**src/rtl/multicycle_ctrl_pkg.sv**
```systemverilog
// Shared types for the multicycle RV32I controller: FSM states, opcodes,
// ALU encodings and the control-vector struct driven by the output decoder.
package rv_ctrl_pkg;

    typedef enum logic [3:0] {
        IDLE, FETCH, DECODE, EXEC_R, EXEC_I, MEM_ADDR, MEM_RD, MEM_WR,
        WB_ALU, WB_MEM, BRANCH, HALT, ERROR
    } state_t;

    localparam logic [6:0] OP_R      = 7'b0110011;
    localparam logic [6:0] OP_I      = 7'b0010011;
    localparam logic [6:0] OP_LOAD   = 7'b0000011;
    localparam logic [6:0] OP_STORE  = 7'b0100011;
    localparam logic [6:0] OP_BRANCH = 7'b1100011;

    localparam logic [1:0] ALU_ADD   = 2'b00;
    localparam logic [1:0] ALU_SUB   = 2'b01;
    localparam logic [1:0] ALU_FUNCT = 2'b10;

    localparam logic [1:0] SRCB_RS2  = 2'b00;
    localparam logic [1:0] SRCB_FOUR = 2'b01;
    localparam logic [1:0] SRCB_IMM  = 2'b10;

    typedef struct packed {
        logic       pc_write;
        logic       pc_write_cond;
        logic       ir_write;
        logic       mem_read;
        logic       mem_write;
        logic       iord;
        logic       reg_write;
        logic       mem_to_reg;
        logic       alu_src_a;
        logic [1:0] alu_src_b;
        logic [1:0] alu_op;
        logic       pc_source;
        logic       busy;
        logic       halted;
        logic       error;
    } ctrl_t;

    // The halt word is matched before the opcode so ECALL never reaches ERROR.
    function automatic state_t decode_target(input logic [31:0] instr,
                                             input logic [31:0] halt_instr);
        state_t nxt;
        if (instr == halt_instr) begin
            nxt = HALT;
        end else begin
            case (instr[6:0])
                OP_R:               nxt = EXEC_R;
                OP_I:               nxt = EXEC_I;
                OP_LOAD, OP_STORE:  nxt = MEM_ADDR;
                OP_BRANCH:          nxt = BRANCH;
                default:            nxt = ERROR;
            endcase
        end
        return nxt;
    endfunction

    function automatic logic retires(input state_t state, input logic mem_ready);
        return (state == WB_ALU) || (state == WB_MEM) || (state == BRANCH) ||
               ((state == MEM_WR) && mem_ready);
    endfunction

endpackage

```
**src/rtl/multicycle_ctrl_if.sv**
```systemverilog
// Controller <-> datapath/memory signal bundle. The master side is the
// controller, the slave side is the datapath that consumes the enables.
interface multicycle_ctrl_if #(
    parameter int CNT_W = 32
);
    logic             run;
    logic [31:0]      instr;
    logic             zero;
    logic             mem_ready;
    logic             pc_write;
    logic             pc_write_cond;
    logic             ir_write;
    logic             mem_read;
    logic             mem_write;
    logic             iord;
    logic             reg_write;
    logic             mem_to_reg;
    logic             alu_src_a;
    logic [1:0]       alu_src_b;
    logic [1:0]       alu_op;
    logic             pc_source;
    logic             busy;
    logic             halted;
    logic             error;
    logic [CNT_W-1:0] retired;

    modport master (
        input  run, instr, zero, mem_ready,
        output pc_write, pc_write_cond, ir_write, mem_read, mem_write, iord,
               reg_write, mem_to_reg, alu_src_a, alu_src_b, alu_op, pc_source,
               busy, halted, error, retired
    );

    modport slave (
        output run, instr, zero, mem_ready,
        input  pc_write, pc_write_cond, ir_write, mem_read, mem_write, iord,
               reg_write, mem_to_reg, alu_src_a, alu_src_b, alu_op, pc_source,
               busy, halted, error, retired
    );
endinterface

```
**src/rtl/multicycle_ctrl_outdec.sv**
```systemverilog
// State -> control-vector decoder. Only the fetch-complete strobes look at
// mem_ready; everything else is a pure function of the state register.
module ctrl_outdec
    import rv_ctrl_pkg::*;
(
    input  state_t state,
    input  logic   mem_ready,
    output ctrl_t  ctrl
);
    always_comb begin
        ctrl      = '0;
        ctrl.busy = !((state == IDLE) || (state == HALT) || (state == ERROR));
        case (state)
            FETCH: begin
                ctrl.mem_read  = 1'b1;
                ctrl.alu_src_b = SRCB_FOUR;
                ctrl.alu_op    = ALU_ADD;
                ctrl.ir_write  = mem_ready;
                ctrl.pc_write  = mem_ready;
            end
            DECODE: begin
                ctrl.alu_src_b = SRCB_IMM;
                ctrl.alu_op    = ALU_ADD;
            end
            EXEC_R: begin
                ctrl.alu_src_a = 1'b1;
                ctrl.alu_src_b = SRCB_RS2;
                ctrl.alu_op    = ALU_FUNCT;
            end
            EXEC_I: begin
                ctrl.alu_src_a = 1'b1;
                ctrl.alu_src_b = SRCB_IMM;
                ctrl.alu_op    = ALU_FUNCT;
            end
            MEM_ADDR: begin
                ctrl.alu_src_a = 1'b1;
                ctrl.alu_src_b = SRCB_IMM;
                ctrl.alu_op    = ALU_ADD;
            end
            MEM_RD: begin
                ctrl.iord     = 1'b1;
                ctrl.mem_read = 1'b1;
            end
            MEM_WR: begin
                ctrl.iord      = 1'b1;
                ctrl.mem_write = 1'b1;
            end
            WB_ALU: ctrl.reg_write = 1'b1;
            WB_MEM: begin
                ctrl.reg_write  = 1'b1;
                ctrl.mem_to_reg = 1'b1;
            end
            BRANCH: begin
                ctrl.alu_src_a     = 1'b1;
                ctrl.alu_src_b     = SRCB_RS2;
                ctrl.alu_op        = ALU_SUB;
                ctrl.pc_write_cond = 1'b1;
                ctrl.pc_source     = 1'b1;
            end
            HALT:    ctrl.halted = 1'b1;
            ERROR:   ctrl.error  = 1'b1;
            default: ;
        endcase
    end
endmodule

```
**src/rtl/multicycle_ctrl.sv**
```systemverilog
// Multicycle RV32I control FSM: sequences fetch/decode/execute/memory/writeback
// with ready-handshaked memory and counts retired instructions.
module multicycle_ctrl
    import rv_ctrl_pkg::*;
#(
    parameter int          CNT_W      = 32,
    parameter logic [31:0] HALT_INSTR = 32'h0000_0073
) (
    input  logic             clk,
    input  logic             reset,
    multicycle_ctrl_if.master bus
);
    state_t           state_reg;
    logic [CNT_W-1:0] retired_reg;
    logic             retire;
    ctrl_t            ctrl;

    assign retire = retires(state_reg, bus.mem_ready);

    // Retirement overrides the per-state transition; run is only consulted
    // at instruction boundaries so dropping it never aborts an instruction.
    always_ff @(posedge clk) begin
        if (reset) begin
            state_reg   <= IDLE;
            retired_reg <= '0;
        end else begin
            case (state_reg)
                IDLE:           if (bus.run) state_reg <= FETCH;
                FETCH:          if (bus.mem_ready) state_reg <= DECODE;
                DECODE:         state_reg <= decode_target(bus.instr, HALT_INSTR);
                EXEC_R, EXEC_I: state_reg <= WB_ALU;
                MEM_ADDR:       state_reg <= (bus.instr[6:0] == OP_STORE) ? MEM_WR : MEM_RD;
                MEM_RD:         if (bus.mem_ready) state_reg <= WB_MEM;
                default:        ;
            endcase
            if (retire) begin
                retired_reg <= retired_reg + CNT_W'(1);
                state_reg   <= bus.run ? FETCH : IDLE;
            end
        end
    end

    ctrl_outdec u_outdec (
        .state     (state_reg),
        .mem_ready (bus.mem_ready),
        .ctrl      (ctrl)
    );

    assign bus.pc_write      = ctrl.pc_write;
    assign bus.pc_write_cond = ctrl.pc_write_cond;
    assign bus.ir_write      = ctrl.ir_write;
    assign bus.mem_read      = ctrl.mem_read;
    assign bus.mem_write     = ctrl.mem_write;
    assign bus.iord          = ctrl.iord;
    assign bus.reg_write     = ctrl.reg_write;
    assign bus.mem_to_reg    = ctrl.mem_to_reg;
    assign bus.alu_src_a     = ctrl.alu_src_a;
    assign bus.alu_src_b     = ctrl.alu_src_b;
    assign bus.alu_op        = ctrl.alu_op;
    assign bus.pc_source     = ctrl.pc_source;
    assign bus.busy          = ctrl.busy;
    assign bus.halted        = ctrl.halted;
    assign bus.error         = ctrl.error;
    assign bus.retired       = retired_reg;
endmodule

```
**src/flat_wrapper.sv**
```systemverilog
// flat-port wrapper written by rule: the top's interface ports become plain ports
module multicycle_ctrl_flat import rv_ctrl_pkg::*;
#(
    parameter int          CNT_W      = 32,
    parameter logic [31:0] HALT_INSTR = 32'h0000_0073
)
  (clk, reset, bus_run, bus_instr, bus_zero, bus_mem_ready, bus_pc_write, bus_pc_write_cond, bus_ir_write, bus_mem_read, bus_mem_write, bus_iord, bus_reg_write, bus_mem_to_reg, bus_alu_src_a, bus_alu_src_b, bus_alu_op, bus_pc_source, bus_busy, bus_halted, bus_error, bus_retired);
  multicycle_ctrl_if #(.CNT_W(CNT_W)) bus_i ();
  input  logic clk;
  input  logic reset;
  input wire logic [$bits(bus_i.run)-1:0] bus_run;
  input wire logic [$bits(bus_i.instr)-1:0] bus_instr;
  input wire logic [$bits(bus_i.zero)-1:0] bus_zero;
  input wire logic [$bits(bus_i.mem_ready)-1:0] bus_mem_ready;
  output wire logic [$bits(bus_i.pc_write)-1:0] bus_pc_write;
  output wire logic [$bits(bus_i.pc_write_cond)-1:0] bus_pc_write_cond;
  output wire logic [$bits(bus_i.ir_write)-1:0] bus_ir_write;
  output wire logic [$bits(bus_i.mem_read)-1:0] bus_mem_read;
  output wire logic [$bits(bus_i.mem_write)-1:0] bus_mem_write;
  output wire logic [$bits(bus_i.iord)-1:0] bus_iord;
  output wire logic [$bits(bus_i.reg_write)-1:0] bus_reg_write;
  output wire logic [$bits(bus_i.mem_to_reg)-1:0] bus_mem_to_reg;
  output wire logic [$bits(bus_i.alu_src_a)-1:0] bus_alu_src_a;
  output wire logic [$bits(bus_i.alu_src_b)-1:0] bus_alu_src_b;
  output wire logic [$bits(bus_i.alu_op)-1:0] bus_alu_op;
  output wire logic [$bits(bus_i.pc_source)-1:0] bus_pc_source;
  output wire logic [$bits(bus_i.busy)-1:0] bus_busy;
  output wire logic [$bits(bus_i.halted)-1:0] bus_halted;
  output wire logic [$bits(bus_i.error)-1:0] bus_error;
  output wire logic [$bits(bus_i.retired)-1:0] bus_retired;
  assign bus_i.run = bus_run;
  assign bus_i.instr = bus_instr;
  assign bus_i.zero = bus_zero;
  assign bus_i.mem_ready = bus_mem_ready;
  assign bus_pc_write = bus_i.pc_write;
  assign bus_pc_write_cond = bus_i.pc_write_cond;
  assign bus_ir_write = bus_i.ir_write;
  assign bus_mem_read = bus_i.mem_read;
  assign bus_mem_write = bus_i.mem_write;
  assign bus_iord = bus_i.iord;
  assign bus_reg_write = bus_i.reg_write;
  assign bus_mem_to_reg = bus_i.mem_to_reg;
  assign bus_alu_src_a = bus_i.alu_src_a;
  assign bus_alu_src_b = bus_i.alu_src_b;
  assign bus_alu_op = bus_i.alu_op;
  assign bus_pc_source = bus_i.pc_source;
  assign bus_busy = bus_i.busy;
  assign bus_halted = bus_i.halted;
  assign bus_error = bus_i.error;
  assign bus_retired = bus_i.retired;
  multicycle_ctrl #(.CNT_W(CNT_W), .HALT_INSTR(HALT_INSTR)) u_core (.clk(clk), .reset(reset), .bus(bus_i));
endmodule
```
**config.mk**
```make
export PLATFORM = sky130hd
export DESIGN_NAME = multicycle_ctrl_flat
export DESIGN_NICKNAME = d
export VERILOG_FILES = /design/src/rtl/multicycle_ctrl_pkg.sv /design/src/rtl/multicycle_ctrl_if.sv /design/src/rtl/multicycle_ctrl_outdec.sv /design/src/rtl/multicycle_ctrl.sv /design/src/flat_wrapper.sv
export SDC_FILE = /design/constraint.sdc
export NUM_CORES = 1
export LEC_CHECK = 0
export BUFFER_PORTS_ARGS = -buffer_cell sky130_fd_sc_hd__buf_2
export CAP_MARGIN = 20
export CORE_ASPECT_RATIO = 1.25
export CORE_MARGIN = 4
export CORE_UTILIZATION = 40
export DETAILED_ROUTE_END_ITERATION = 7
export PLACE_DENSITY = 0.7
export SLEW_MARGIN = 20
export SYNTH_ARGS = -nofsm -noshare
export SYNTH_HDL_FRONTEND = slang
export SYNTH_SLANG_ARGS = --single-unit
```
**constraint.sdc**
```tcl
create_clock -name clk -period 1.8 [get_ports clk]
set_clock_uncertainty 0.05 [all_clocks]
set_input_delay 0.36 -clock clk [delete_from_list [all_inputs] [get_ports clk]]
set_output_delay 0.36 -clock clk [all_outputs]
set_load 0.01 [all_outputs]
```
==> summary.txt <==
Drt
  – Routed Antenna Nets: 0
  – Total wire length: 6490 um
  – Residual DRC: 0
  – Via count: 2465
  – DR vias/cell: 5.28
  – DR WL/cell: 13.9 um
  – 1st-iter DRT viols: 138
  – Router iterations before antenna repair: 4

Die
  – Die Y: 91.0 um
  – Initial Util: 0.422
  – Core outline area: 5230 um2
  – I/O Pins: 86
  – Total die area: 6770 um2
  – Die width: 74.4 um
  – Cell Rows: 29

STA
  – RSZ-0062 raised after global routing: true
  – Max frequency: 567 MHz
  – Setup violations, final: 0
  – Relative slew slack: 0.724
  – Setup_tns: 0 ns
  – Max Transition Viols Final: 0
  – Final Hold Violating Endpoints: 0
  – Fin crit period: 1.76 ns
  – Worst slew pin tran: 0.413 ns
  – Post-route clock period utilization: 0.979
  – Hold WS: 0.374 ns

Pwr
  – Pwr per Cell Area: 604 nW/um2
  – Leakage power figure: 1.48 nW
  – Pwr Total: 0.00196 W
  – Maximum vdd drop: 0.516 mV

Final layout
  – Final net count: 442
  – Share of cells above drive strength 1: 0.449
  – Synthesis-to-finish area growth: 47.2%
  – Ant. Diodes: 0
  – Final Core Density: 0.621
  – Max FFs per register: 32
  – Fillers: 488

Synthesis
  – Post-synth top flop: dfxtp_1
  – Async set or reset register ratio after synthesis: 0
  – Seq cells post-synth: 36
  – Syn_nets: 323
  – Sequential area share after synthesis: 0.327
  – Number of synthesized flops with an enable pin: 0
  – Syn avg cell area: 7.74 um2
  – Netlist Area Pre-Place: 2200 um2
  – Distinct cells, synth: 50
  – Synth warn: 0
  – Gate Count Post-Synth: 285

CTS
  – CTS tree: yes
  – Htree depth: 2
  – Clock Path Buffers: 2
  – CTS Buf Count: 5
  – CTS Sinks: 36
  – Clock Pin Slew Worst Setup and Hold Paths: 0.07 ns
  – Clock latency on the worst-skew pair: 0.29 ns
  – CTS root buf: clkbuf_8

Worst setup path
  – Critical Path AT: 1.35 ns
  – Required time of the worst setup path: 1.39 ns
  – CP startpoint kind: flip-flop
  – CP max FO: 9
  – Kind of critical path: reg2out
  – CP Capture Type: output port

Placement
  – Port-buffer cells: 84
  – Final Wtd Congestion: 0.841
  – Post-DP HPWL: 4700 um

Global route
  – GRT Total Usage: 0.190
  – Initial antenna violation count: 0
  – Vias in the first global route: 2318
  – First-pass GRT wire length: 10500 um
  – Largest net degree at the start of global routing: 20
  – Total gr overflow: 0

Run
  – Max-cap violations: 0

Outcome
  – Outcome: complete, no violations

Min path
  – Worst hold path class: in2reg
-- cell usage after synthesis (all sizes together) (2+ instances only) --
master | number | area [um2]
nand3 | 12 | 60.1
and2 | 3 | 18.8
or3 | 7 | 43.8
dfxtp | 36 | 721
nor2 | 41 | 161
nand2 | 26 | 97.6
xor2 | 14 | 123
nor4 | 8 | 50.1
xnor2 | 8 | 70.1
and3 | 8 | 51.3
nand2b | 4 | 25.0
nand4 | 18 | 134
nor3 | 10 | 61.3
inv | 7 | 26.3
and4 | 3 | 26.3
o31ai | 2 | 15.0
buf | 9 | 55.0
a211oi | 3 | 22.5
or4 | 2 | 15.0
o21ai | 16 | 80.1
nor4b | 2 | 17.5
a21oi | 18 | 90.1
clkbuf | 9 | 33.8
-- final cells by class --
type                            count  area (um2)  share of cell area
Multi-Input combinational cell    224        1450               0.447
Tap cell                           62        77.6              0.0239
Clock buffer                        6        72.6              0.0224
Inverter                            8        46.3              0.0143
Timing Repair Buffer              129         807               0.249
Sequential cell                    36         756               0.233
Clock inverter                      2        35.0              0.0108
-- through the flow --
stage | instances | setup slack [ns] | area, um2
6_report | 467 | 0.0373 | 3250
5_1_grt | 467 | -0.0512 | 3250
4_1_cts | 460 | -0.0138 | 3070
3_5_place_dp | 450 | -0.0819 | 2910
3_3_place_gp | 450 | 0.0174 | 2910
2_1_floorplan | 285 | 0.0128 | 2220
-- layer usage --
layer / GRT usage / vias up / share of wire
met5: 0 / - / 0
met3: 0.0453 / 4 / 0.050
li1: - / 1265 / -
met2: 0.308 / 68 / 0.51
met4: 0.0504 / 0 / 0.0071
met1: 0.250 / 1128 / 0.44
-- kinds of logic after synthesis --
group | synth area share
xor gates and xnor gates | 0.0874
and+or+nand+nor | 0.371
AOI/OAI and AO/OA | 0.149
DFF | 0.327
buffers and inverters | 0.0602
adders and majority gates | 0.00567
-- layout by cell type, fill, tap and decap left out, drive strengths merged, types with 2 or more instances in the layout --
master	Yosys	layout
xor2	14	14
and2	3	3
nand3	12	12
nor4b	2	2
nor3	10	10
bufinv	1	2
and3	8	8
nand2	26	26
clkbuf	9	6
or3	7	7
nand2b	4	4
o31ai	2	2
or4	2	2
and4	3	3
a21oi	18	18
a211oi	3	3
buf	9	129
inv	7	7
nor4	8	8
xnor2	8	8
dfxtp	36	36
nand4	18	19
nor2	41	41
o21ai	16	16
-- timing repair --
action                     in CTS  in global routing
cloned                          0                  1
pin swaps                       0                  6
hold buffers                    0                  0
buffers inserted                2                  6
setup endpoints to repair      14                 30
hold endpoints to repair        0                  0
gates resized for setup        10                 33
-- worst max-delay path, stage by stage (launching register included) --
cell	delay (ns)
dfxtp_4	0.38
buf_12	0.13
nand2b_4	0.06
buf_6	0.11
o21a_1	0.16
nor2_1	0.09
buf_2	0.14
-- final timing paths --
kind,from,to,slack [ns],cells after the start
worst max-delay path,u_core.state_reg[1]$_SDFFE_PP0P_,bus_alu_src_b[1],0.04,6
worst min-delay path,reset,u_core.bus.retired[26]$_SDFFE_PP0N_,0.37,2
worst max register to register,u_core.state_reg[1]$_SDFFE_PP0P_,u_core.bus.retired[14]$_SDFFE_PP0N_,0.06,5
worst min register to register,u_core.bus.retired[31]$_SDFFE_PP0N_,u_core.bus.retired[31]$_SDFFE_PP0N_,0.44,2
-- power breakdown --
part / switching, W / internal, W / leakage, nW
registers: 0.0000239 / 0.000812 / 0.302
logic: 0.000210 / 0.000212 / 1.13
clock network: 0.000293 / 0.000411 / 0.0552
Power figures use the tool's default switching activity.
